$ cat src/rtl/div_pkg.sv
// Shared types and constants for the iterative restoring divider.
package div_pkg;

  // Divider control states.
  typedef enum logic [1:0] {
    IDLE = 2'd0,
    CALC = 2'd1,
    DONE = 2'd2
  } div_state_t;

  // Widest operand the width-parametrised helpers can describe.
  localparam int MAX_WIDTH = 64;

  // All-ones quotient returned for a zero divisor, right-aligned in w bits.
  function automatic logic [MAX_WIDTH-1:0] div_by_zero_quot(input int w);
    return {MAX_WIDTH{1'b1}} >> (MAX_WIDTH - w);
  endfunction

  // Step counter width: enough for 0..w-1 with headroom, never below 5 bits.
  function automatic int cnt_width(input int w);
    return ($clog2(w) + 1 < 5) ? 5 : $clog2(w) + 1;
  endfunction

endpackage

$ cat src/rtl/div_step.sv
// One radix-2 restoring division step: shift in the next dividend bit,
// trial-subtract the divisor, keep the difference only if it did not borrow.
module div_step #(
  parameter int WIDTH = 16
) (
  input  logic [WIDTH:0]   rem_in,
  input  logic             next_bit,
  input  logic [WIDTH-1:0] divisor,
  output logic [WIDTH:0]   rem_out,
  output logic             q_bit
);

  logic [WIDTH:0]   shifted;
  logic [WIDTH+1:0] trial;
  logic             borrow;
  logic             unused_rem_msb;

  // The partial remainder stays below the divisor, so its top bit is always
  // zero on entry; only the low WIDTH bits take part in the shift.
  assign unused_rem_msb = rem_in[WIDTH];

  // Trial subtraction one bit wider than the remainder exposes the borrow.
  always_comb begin
    shifted = {rem_in[WIDTH-1:0], next_bit};
    trial   = {1'b0, shifted} - {2'b00, divisor};
    borrow  = trial[WIDTH+1];
    q_bit   = ~borrow;
    rem_out = borrow ? shifted : trial[WIDTH:0];
  end

endmodule

$ cat src/rtl/seq_divider.sv
// Iterative unsigned divider, one quotient bit per cycle, with valid/ready
// operand and result ports.
//
// Handshake: a transfer happens on a rising edge where valid and ready are
// both 1. in_ready is high only in IDLE; out_valid is high only in DONE and
// the result is held stable until the consumer raises out_ready.
module seq_divider
  import div_pkg::*;
#(
  parameter int WIDTH = 16
) (
  input  logic             clk,
  input  logic             rst_n,
  input  logic             in_valid,
  output logic             in_ready,
  input  logic [WIDTH-1:0] dividend,
  input  logic [WIDTH-1:0] divisor,
  output logic             out_valid,
  input  logic             out_ready,
  output logic [WIDTH-1:0] quotient,
  output logic [WIDTH-1:0] remainder,
  output logic             div_by_zero,
  output div_state_t       state_dbg
);

  localparam int CNT_W = cnt_width(WIDTH);
  localparam logic [CNT_W-1:0] LAST_STEP = CNT_W'(WIDTH - 1);
  localparam logic [WIDTH-1:0] DIV_BY_ZERO_QUOT = WIDTH'(div_by_zero_quot(WIDTH));

  div_state_t       state;
  logic [CNT_W-1:0] cnt;
  logic [WIDTH:0]   r_reg;
  logic [WIDTH-1:0] q_reg;
  logic [WIDTH-1:0] dvsr_reg;

  logic [WIDTH:0]   step_rem;
  logic             step_bit;
  logic [WIDTH-1:0] step_q;

  div_step #(.WIDTH(WIDTH)) u_step (
    .rem_in   (r_reg),
    .next_bit (q_reg[WIDTH-1]),
    .divisor  (dvsr_reg),
    .rem_out  (step_rem),
    .q_bit    (step_bit)
  );

  // Dividend bits leave from the top of Q while quotient bits enter at the bottom.
  assign step_q    = {q_reg[WIDTH-2:0], step_bit};
  assign state_dbg = state;

  // Control FSM with datapath registers and registered handshake outputs.
  always_ff @(posedge clk) begin
    if (!rst_n) begin
      state       <= IDLE;
      cnt         <= '0;
      r_reg       <= '0;
      q_reg       <= '0;
      dvsr_reg    <= '0;
      in_ready    <= 1'b1;
      out_valid   <= 1'b0;
      quotient    <= '0;
      remainder   <= '0;
      div_by_zero <= 1'b0;
    end else begin
      case (state)
        IDLE: begin
          if (in_valid && in_ready) begin
            in_ready <= 1'b0;
            if (divisor == '0) begin
              // Zero divisor skips the iteration; the result is known now
              // and is published one cycle later from DONE.
              state       <= DONE;
              quotient    <= DIV_BY_ZERO_QUOT;
              remainder   <= dividend;
              div_by_zero <= 1'b1;
            end else begin
              state       <= CALC;
              cnt         <= '0;
              r_reg       <= '0;
              q_reg       <= dividend;
              dvsr_reg    <= divisor;
              div_by_zero <= 1'b0;
            end
          end
        end

        CALC: begin
          r_reg <= step_rem;
          q_reg <= step_q;
          cnt   <= cnt + 1'b1;
          if (cnt == LAST_STEP) begin
            state     <= DONE;
            out_valid <= 1'b1;
            quotient  <= step_q;
            remainder <= step_rem[WIDTH-1:0];
          end
        end

        DONE: begin
          if (!out_valid) begin
            out_valid <= 1'b1;
          end else if (out_ready) begin
            state     <= IDLE;
            out_valid <= 1'b0;
            in_ready  <= 1'b1;
          end
        end

        default: begin
          state     <= IDLE;
          in_ready  <= 1'b1;
          out_valid <= 1'b0;
        end
      endcase
    end
  end

endmodule

$ cat config.mk
export PLATFORM = sky130hd
export DESIGN_NAME = seq_divider
export DESIGN_NICKNAME = d
export VERILOG_FILES = /design/src/rtl/div_pkg.sv /design/src/rtl/div_step.sv /design/src/rtl/seq_divider.sv
export SDC_FILE = /design/constraint.sdc
export NUM_CORES = 1
export LEC_CHECK = 0
export ABC_CLOCK_PERIOD_IN_PS = 2700
export BUFFER_PORTS_ARGS = -buffer_cell sky130_fd_sc_hd__buf_2
export CAP_MARGIN = 20
export CORE_MARGIN = 2
export CORE_UTILIZATION = 53
export CTS_BUF_LIST = sky130_fd_sc_hd__clkbuf_8
export DETAILED_ROUTE_END_ITERATION = 8
export PLACE_DENSITY = 0.86
export SLEW_MARGIN = 20
export SYNTH_ARGS = -nofsm -noshare
export SYNTH_HDL_FRONTEND = slang
export SYNTH_SLANG_ARGS = --single-unit
$ cat constraint.sdc
create_clock -name clk -period 2.7 [get_ports clk]
set_input_delay 0.54 -clock clk [delete_from_list [all_inputs] [get_ports clk]]
set_output_delay 0.54 -clock clk [all_outputs]
set_load 0.01 [all_outputs]
Word-level counts from Yosys, hierarchy flattened
Cells that the tools add are included.
{"block": "totals", "regBits": 90, "inputBits": 36, "out_inout_bits": 37}
{"block": "op_classes", "n_addsub": 2, "eq_ne": 9, "n_mux": 33, "bitwise": 4, "n_reduce_logical": 11}
{"cell": "$mux 16", "n": 11}
{"cell": "$pmux 16 s2", "n": 4}
{"cell": "$sub 17x16->18", "n": 1}
{"cell": "$logic_not 16->1", "n": 1}
{"cell": "$ne 2x2->1 const B", "n": 6}
{"cell": "$reduce_and 4->1", "n": 3}
{"cell": "$mux 2", "n": 5}
{"cell": "$mux 5", "n": 2}
{"cell": "$pmux 5 s2", "n": 1}
{"cell": "$mux 1", "n": 7}
{"cell": "$pmux 1 s3", "n": 2}
{"cell": "$pmux 2 s3", "n": 1}
{"cell": "$reduce_and 3->1", "n": 2}
{"cell": "$add 5x1->5 const B", "n": 1}
{"cell": "$eq 5x4->1 const B", "n": 1}
{"cell": "$not 1->1", "n": 4}
{"cell": "$reduce_and 2->1", "n": 2}
{"cell": "$eq 2x1->1 const B", "n": 1}
{"cell": "$eq 2x2->1 const B", "n": 1}
{"cell": "$logic_not 2->1", "n": 1}
{"cell": "$reduce_bool 2->1", "n": 1}
{"cell": "$logic_and 1x1->1", "n": 1}

Depth between registers and ports, before layout
Gate-level depths: netlist of the first run.
{"block": "depth", "depth_word": 4, "mapped_depth": 12, "mapped_depth_nobuf": 11}

Hierarchy
A second synthesis of the first run with hierarchy kept.
{"block": "unflattened", "hier_cells": 644, "area_unflattened_um2": 5496.5}
{"mod": "seq_divider", "n_inst": 1, "cells_each": 499, "area_per_inst_um2": 4364.2}
{"mod": "div_step", "n_inst": 1, "cells_each": 145, "area_per_inst_um2": 1132.3}

Worst setup path after synthesis of the first run
Ideal clock, no wire load.
{"block": "synth_path", "kind": "register to register", "start": "register dvsr_reg[10]", "end": "register remainder[2]", "arrival_time_ns": 2.467, "path_slack_ns": 0.114, "stages_incl_launch_ff": 13, "period_less_slack_ns": 2.586, "path_cell_list": "dfxtp_1 inv_1 ha_1 buf_6 a21oi_4 o211ai_2 a311o_1 or3_1 buf_6 buf_12 mux2i_1 nor2_1 o221a_1"}
{"block": "synth_between", "elab_chain_cells": 4}
{"element": "start, declared", "line_no": "seq_divider.sv:34", "rtl": "logic [WIDTH-1:0] dvsr_reg;"}
{"element": "start signal, assigned", "line_no": "seq_divider.sv:82", "rtl": "dvsr_reg <= divisor;"}
{"element": "$sub 17x16->18", "line_no": "div_step.sv:25", "rtl": "trial = {1'b0, shifted} - {2'b00, divisor};"}
{"element": "$mux 16", "line_no": "div_step.sv:28", "rtl": "rem_out = borrow ? shifted : trial[WIDTH:0];"}
{"element": "$mux 16", "line_no": "seq_divider.sv:92", "rtl": "if (cnt == LAST_STEP) begin"}
{"element": "$pmux 16 s2", "line_no": "seq_divider.sv:66", "rtl": "case (state)"}
{"element": "end signal, assigned", "line_no": "seq_divider.sv:75", "rtl": "remainder <= dividend;"}
{"element": "end signal, assigned", "line_no": "seq_divider.sv:96", "rtl": "remainder <= step_rem[WIDTH-1:0];"}
{"element": "end, declared", "line_no": "seq_divider.sv:21", "rtl": "output logic [WIDTH-1:0] remainder,"}
Every way passes these cells. The select of a mux whose other input is x is not followed.
A chain may end at the register's enable or synchronous reset.

Final worst setup path of the first run
{"block": "layout_path", "start": "register dvsr_reg[12]", "end": "register r_reg[6]"}
{"block": "layout_between", "elab_chain_cells": 3}
{"element": "$sub 17x16->18", "line_no": "div_step.sv:25"}
{"element": "$mux 16", "line_no": "div_step.sv:28"}
{"element": "$pmux 16 s2", "line_no": "seq_divider.sv:66"}
{"element": "end signal, assigned", "line_no": "seq_divider.sv:89", "rtl": "r_reg <= step_rem;"}
{"element": "end, declared", "line_no": "seq_divider.sv:32", "rtl": "logic [WIDTH:0] r_reg;"}
Every way passes these cells.

==> results of run 1 <==
path summary, 6_finish.rpt:
check                        endpoint  depth (start not counted)
max             r_reg[6]$_SDFFE_PN0P_                         10
min          dvsr_reg[6]$_SDFFE_PN0P_                          3
max reg2reg     r_reg[6]$_SDFFE_PN0P_                         10
min reg2reg  dvsr_reg[7]$_SDFFE_PN0P_                          2
logic make-up (layout without fill, tap and decap cells):
logic type | after synthesis | in the layout | synth area share
XOR/XNOR | 10 | 10 | 0.0182
buffers and inverters | 66 | 149 | 0.0591
flip-flops | 90 | 90 | 0.375
adder cells (fa/ha/maj) | 22 | 22 | 0.0588
AO/OA/AOI/OAI | 194 | 194 | 0.255
AND/OR/NAND/NOR | 197 | 197 | 0.194
multiplexers | 19 | 19 | 0.0403
Yosys cell counts (7+ instances only):
cell type	count	area, um2
nor2_1	41	154
nand2b_1	17	106
nand3_1	14	70.1
o22ai_1	9	56.3
nor3_1	7	35.0
a21oi_1	73	365
a31oi_1	7	43.8
nor2b_1	11	68.8
ha_1	21	263
dfxtp_1	90	1800
o21ai_0	34	170
clkbuf_1	32	120
mux2i_1	16	160
nand2_1	75	282
inv_1	26	97.6
a211oi_1	21	158
power by group:
part | switching, mW | total (mW) | internal (mW)
sequential | 0.189 | 1.78 | 1.59
combinational | 1.60 | 2.79 | 1.20
clock | 0.523 | 0.957 | 0.434
total | 2.31 | 5.53 | 3.22
metrics by stage:
stage | setup slack [ns] | util | power (mW) | std cells | area (um2)
after detailed placement | 0.0853 | 0.620 | 4.47 | 773 | 5430
after floorplan | 0.114 | - | 3.71 | 598 | 4810
after global placement | 0.118 | 0.620 | 4.41 | 773 | 5430
final | 0.137 | 0.648 | 5.53 | 789 | 5680
after CTS | 0.0674 | 0.643 | 5.43 | 789 | 5630
after global routing | 0.0125 | 0.648 | 5.89 | 789 | 5680
cell type report:
cell class              instances  area, um2  area share
clock buffers                   9        124      0.0218
clock inverters                 7       76.3      0.0134
inverters                      27        101      0.0179
multi-input cells             442       2780       0.491
flip-flops and latches         90       1800       0.317
well taps                     108        135      0.0238
repair buffers                106        653       0.115
metal layers:
metal  vias up  GRT usage
met5         -          0
met4         0     0.0959
met3        24     0.0415
met2       172      0.430
met1      2224      0.358
li1       2305          -
critical path, delay by kind of cell, from the launching register on:
family / cells / cell delay (ns)
fa+ha+maj: 1 / 0.30
mux: 1 / 0.24
compound gates: 4 / 0.79
flops: 1 / 0.34
simple gates: 2 / 0.58
buf+inv: 2 / 0.21
cells in the final DEF (no fill, tap or decap), types with 11 or more instances in the layout:
master / count
a21oi_1: 70
mux2i_1: 16
nand3_1: 14
ha_1: 17
buf_4: 31
buf_2: 72
inv_1: 27
o21ai_0: 33
nand2b_1: 17
dfxtp_1: 90
nor2_1: 41
nor2b_1: 11
a211oi_1: 20
nand2_1: 75
repair_timing:
item	4_1_cts	5_1_grt
endpoints found under the setup margin	0	25
hold buffers	0	0
resized for setup	0	12
==> flow_summary.toml, run 1 <==
[outcome]
status = "finished, final reports clean"

[synth]
async_flop_share = 0
ys.flop_type = "dfxtp_1"
ys_seq_area_frac = 0.375
synth_area_per_cell_um2 = 8.04
synth_area_mm2 = 0.00481
synth_edf_count = 0
netlist-cell-type-count = 58
ys_ff_latch = 90
synthCells = 598
synth_warnings = 0
syn-num-nets = 656

[power_and_ir_drop]
p_per_area_mw_per_mm2 = 974
power_leakage_nw = 2.29
ir_drop_mv = 0.497

[drt]
wl_um = 12900
wl_met1_um = 5580
drcViolationCount = 0
wl_per_cell_um = 16.3
highest_layer = "met4"
first_pass_iters = 5
ant_nets = 0
vias = 4725
viasPerCell = 5.99
met3WireLength_um = 795
route.met2.wl_um = 6220
drt_iter0_drc = 267

[cells_and_area]
nNetsFinal = 734
final_layout_size_suffix_gt1_frac = 0.216
n_antenna_cell = 0
area_delta_synth_final_pct = 18.0
n_fill_cell = 764

[global_routing]
antenna_found_initial = 0
first_global_vias = 4466
grt_pass1_wl_um = 21400
grt_max_degree = 52
gr-usage-all-layers = 0.265
overflow = 0

[die]
core_area_mm2 = 0.00876
dieArea_mm2 = 0.00985
fp.dieH_um = 99.3
start_util = 0.549
fp.dieW_um = 99.3
design.portCount = 73
rows = 34

[timing]
hold_violations = 0
worstMarginPinSlew_ns = 0.503
fmax_mhz = 390
slew_violations = 0
relSlewSlack = 0.665
setup_tns_ns = 0
skew_ns = 0.0149
setup_viol = 0
timing.hold.ws_ns = 0.407
post-route-period-util = 0.949
period_minus_slack_ns = 2.56
rsz0062_at_grt = "no"

[setup_path]
r2r_slack_ns = 0.14
timing_worst_setup_path_type = "reg -> reg"
cpPeakStageDelay_ns = 0.41
path_max_fanout = 13
worstSetupStartpoint = "dvsr_reg[12]$_SDFFE_PN0P_"
cp.required_ns = 2.97
reg2reg_from = "dvsr_reg[12]$_SDFFE_PN0P_"
critPathSlowestCell = "or3_4"
crit_path_end_kind = "register"
arrival_ns = 2.83
cp-start-kind = "register"
cp_cell_sequence = "inv_1 -> ha_2 -> a21oi_2 -> o211ai_2 -> a311o_1 -> or3_4 -> buf_12 -> mux2i_1 -> o22ai_1 -> and2_1"

[cts]
cts_tree = "built"
post_cts_buffers = 0
clockRootBuffer = "clkbuf_8"
numCtsBuffers = 9
clock_path_buffers = 2
clock_latency_ns = 0.38
htree_levels = 3
clock-sinks = 90
clkTransAtPathRegs_ns = 0.09

[placed_design]
hpwl_um = 9430
io_buffers = 72
gp_congestion = 0.920

[min_path]
hold_start = "divisor[6]"
hold_class = "in -> reg"

[job]
max_cap_viol_count = 0
Note: power is estimated with default switching activity, not from simulation.
==> run 2, diff against run 1 <==
--- a/config.mk
+++ b/config.mk
@@ -8,11 +8,13 @@
 export ABC_CLOCK_PERIOD_IN_PS = 2700
 export BUFFER_PORTS_ARGS = -buffer_cell sky130_fd_sc_hd__buf_2
 export CAP_MARGIN = 20
-export CORE_MARGIN = 2
+export CORE_ASPECT_RATIO = 0.9
+export CORE_MARGIN = 1.5
 export CORE_UTILIZATION = 53
 export CTS_BUF_LIST = sky130_fd_sc_hd__clkbuf_8
 export DETAILED_ROUTE_END_ITERATION = 8
 export PLACE_DENSITY = 0.86
+export SKIP_LAST_GASP = 1
 export SLEW_MARGIN = 20
 export SYNTH_ARGS = -nofsm -noshare
 export SYNTH_HDL_FRONTEND = slang
==> run 2 against run 1 <==
Against the previous run: sequential cell count unchanged; critical path depth unchanged; first-iteration DRC count rose by 15%; register-to-register slack got worse by 0.02 ns; critical path type unchanged; sequential power about the same; via count is 1.8% higher; routed wire length up 1.8%; largest power group unchanged; final cell count is 1.1% higher; fmax shrank 0.60%.
==> flow_summary.toml, run 2 (synthesis gave the netlist of run 1 again) <==
[outcome]
status = "finished, final reports clean"

[power_and_ir_drop]
p_clk_frac = 0.193
pwr-share-seq = 0.315
power.internal_mw = 3.35
power_leakage_nw = 2.31
combPwrFrac = 0.492
p_sw_mw = 2.31
p_sw_frac = 0.408
ir_drop_mv = 0.465
p_per_area_mw_per_mm2 = 989

[cells_and_area]
n_antenna_cell = 0
final_layout_size_suffix_gt1_frac = 0.215
n_fill_cell = 738
multi_input_area_mm2 = 0.00279
final_area_mm2 = 0.00572
nNetsFinal = 732
final_common_cell = "dfxtp_1"
area_delta_synth_final_pct = 18.9
seq_area_mm2 = 0.00180
mostFrequentLayoutCells = "90 x dfxtp_1, 74 x nand2_1, 72 x buf_2"

[drt]
viasPerCell = 6.03
drcViolationCount = 0
drt_iter0_drc = 307
vias = 4808
wl_um = 13100
first_pass_iters = 5
wl_per_cell_um = 16.4
ant_nets = 0

[die]
fp.dieW_um = 103
fp.dieH_um = 93.4
rows = 32
design.portCount = 73
dieArea_mm2 = 0.00965
start_util = 0.553
core_area_mm2 = 0.00869

[setup_path]
r2r_slack_ns = 0.12
crit_path_end = "r_reg[7]$_SDFFE_PN0P_"
path_max_fanout = 6
timing_worst_setup_path_type = "reg -> reg"
cp-start-kind = "register"
rr_endpoint = "r_reg[7]$_SDFFE_PN0P_"
crit_path_end_kind = "register"
worstSetupStartpoint = "dvsr_reg[14]$_SDFFE_PN0P_"
cp.required_ns = 2.96
reg2reg_from = "dvsr_reg[14]$_SDFFE_PN0P_"
arrival_ns = 2.84
reg2reg_depth = 10

[cts]
cts_tree = "built"
clock_path_buffers = 2
clock_latency_ns = 0.37
post_cts_buffers = 0
clock-sinks = 90
numCtsBuffers = 9
clockRootBuffer = "clkbuf_8"
htree_levels = 3
clkTransAtPathRegs_ns = 0.09

[timing]
setup_viol = 0
slew_violations = 0
relSlewSlack = 0.685
skew_ns = 0.00779
setup_tns_ns = 0
post-route-period-util = 0.955
rsz0062_at_grt = "yes"
fmax_mhz = 388
period_minus_slack_ns = 2.58
hold_violations = 0
worstMarginPinSlew_ns = 0.473
timing.hold.ws_ns = 0.408

[min_path]
hold_start = "divisor[14]"
hold_class = "in -> reg"

[placed_design]
postPlaceCellArea_mm2 = 0.00543
gp_congestion = 0.943
io_buffers = 72
hpwl_um = 9480

[global_routing]
first_global_vias = 4419
grt_max_degree = 53
antenna_found_initial = 0
overflow = 0
grt_pass1_wl_um = 20700
gr-usage-all-layers = 0.275

[job]
max_cap_viol_count = 0
==> run 2: cell types whose count changed in the layout (fill, tap and decap cells not counted), sizes merged <==
cell | before | now
inv | 30 | 28
buf | 106 | 104
clkinv | 0 | 2
clkinvlp | 3 | 0
bufinv | 1 | 2
clkbuf | 9 | 11
==> run 2: repair_timing <==
item / 4_1_cts / 5_1_grt
pin swaps: 0 / 1
endpoints found under the setup margin: 1 / 20
endpoints found under the hold margin: 0 / 0
hold buffers: 0 / 0
gates resized for setup: 1 / 10
==> run 2: power groups by stage <==
stage               Sequential (mW)  Combinational, mW  Clock (mW)
floorplan                      1.80               1.91           0
global placement               1.78               2.58           0
detailed placement             1.80               2.64           0
CTS                            1.77               2.66        1.10
global route                   1.81               3.04        1.13
finish                         1.78               2.78        1.09
==> run 2: through the flow <==
step / utilization / std cells / total power [mW] / setup WS [ns]
after global placement: 0.625 / 782 / 4.36 / 0.0930
after floorplan: - / 598 / 3.71 / 0.114
after detailed placement: 0.625 / 782 / 4.44 / 0.0487
final: 0.658 / 798 / 5.65 / 0.121
after global routing: 0.658 / 798 / 5.98 / -0.0188
after CTS: 0.653 / 798 / 5.53 / 0.0179
==> run 2: worst max-delay path: stages (launching register included) <==
cell and delay (ns):
dfxtp_1 0.34, inv_1 0.04, ha_1 0.29, a21oi_2 0.18, o211ai_2 0.10, a311o_1 0.38
or3_4 0.43, buf_4 0.19, a31oi_1 0.21, a2bb2oi_1 0.23, nor2_1 0.06
==> run 2: cell type report <==
class	instances	share of cell area
clock inverters	5	0.0149
clock buffers	11	0.0265
well taps	119	0.0260
inverters	27	0.0177
repair buffers	104	0.112
multi-input cells	442	0.488
flip-flops and latches	90	0.315
==> run 2: how the worst min path moves through the flow <==
stage                                      endpoint  depth (start not counted)  slack [ns]
after detailed placement   dvsr_reg[5]$_SDFFE_PN0P_                          2        0.45
after floorplan                 cnt[4]$_SDFFE_PN0P_                          2        0.43
after global routing       dvsr_reg[0]$_SDFFE_PN0P_                          3        0.42
after CTS                 dvsr_reg[12]$_SDFFE_PN0P_                          3        0.40
final                     dvsr_reg[14]$_SDFFE_PN0P_                          3        0.41
after global placement          cnt[4]$_SDFFE_PN0P_                          2        0.44
==> run 2: routing by layer <==
layer	GRT usage	up-vias	routed length, um
li1	-	2287	-
met1	0.355	2303	5730
met2	0.460	187	6280
met3	0.0523	31	817
met4	0.0912	0	286
met5	0	-	0
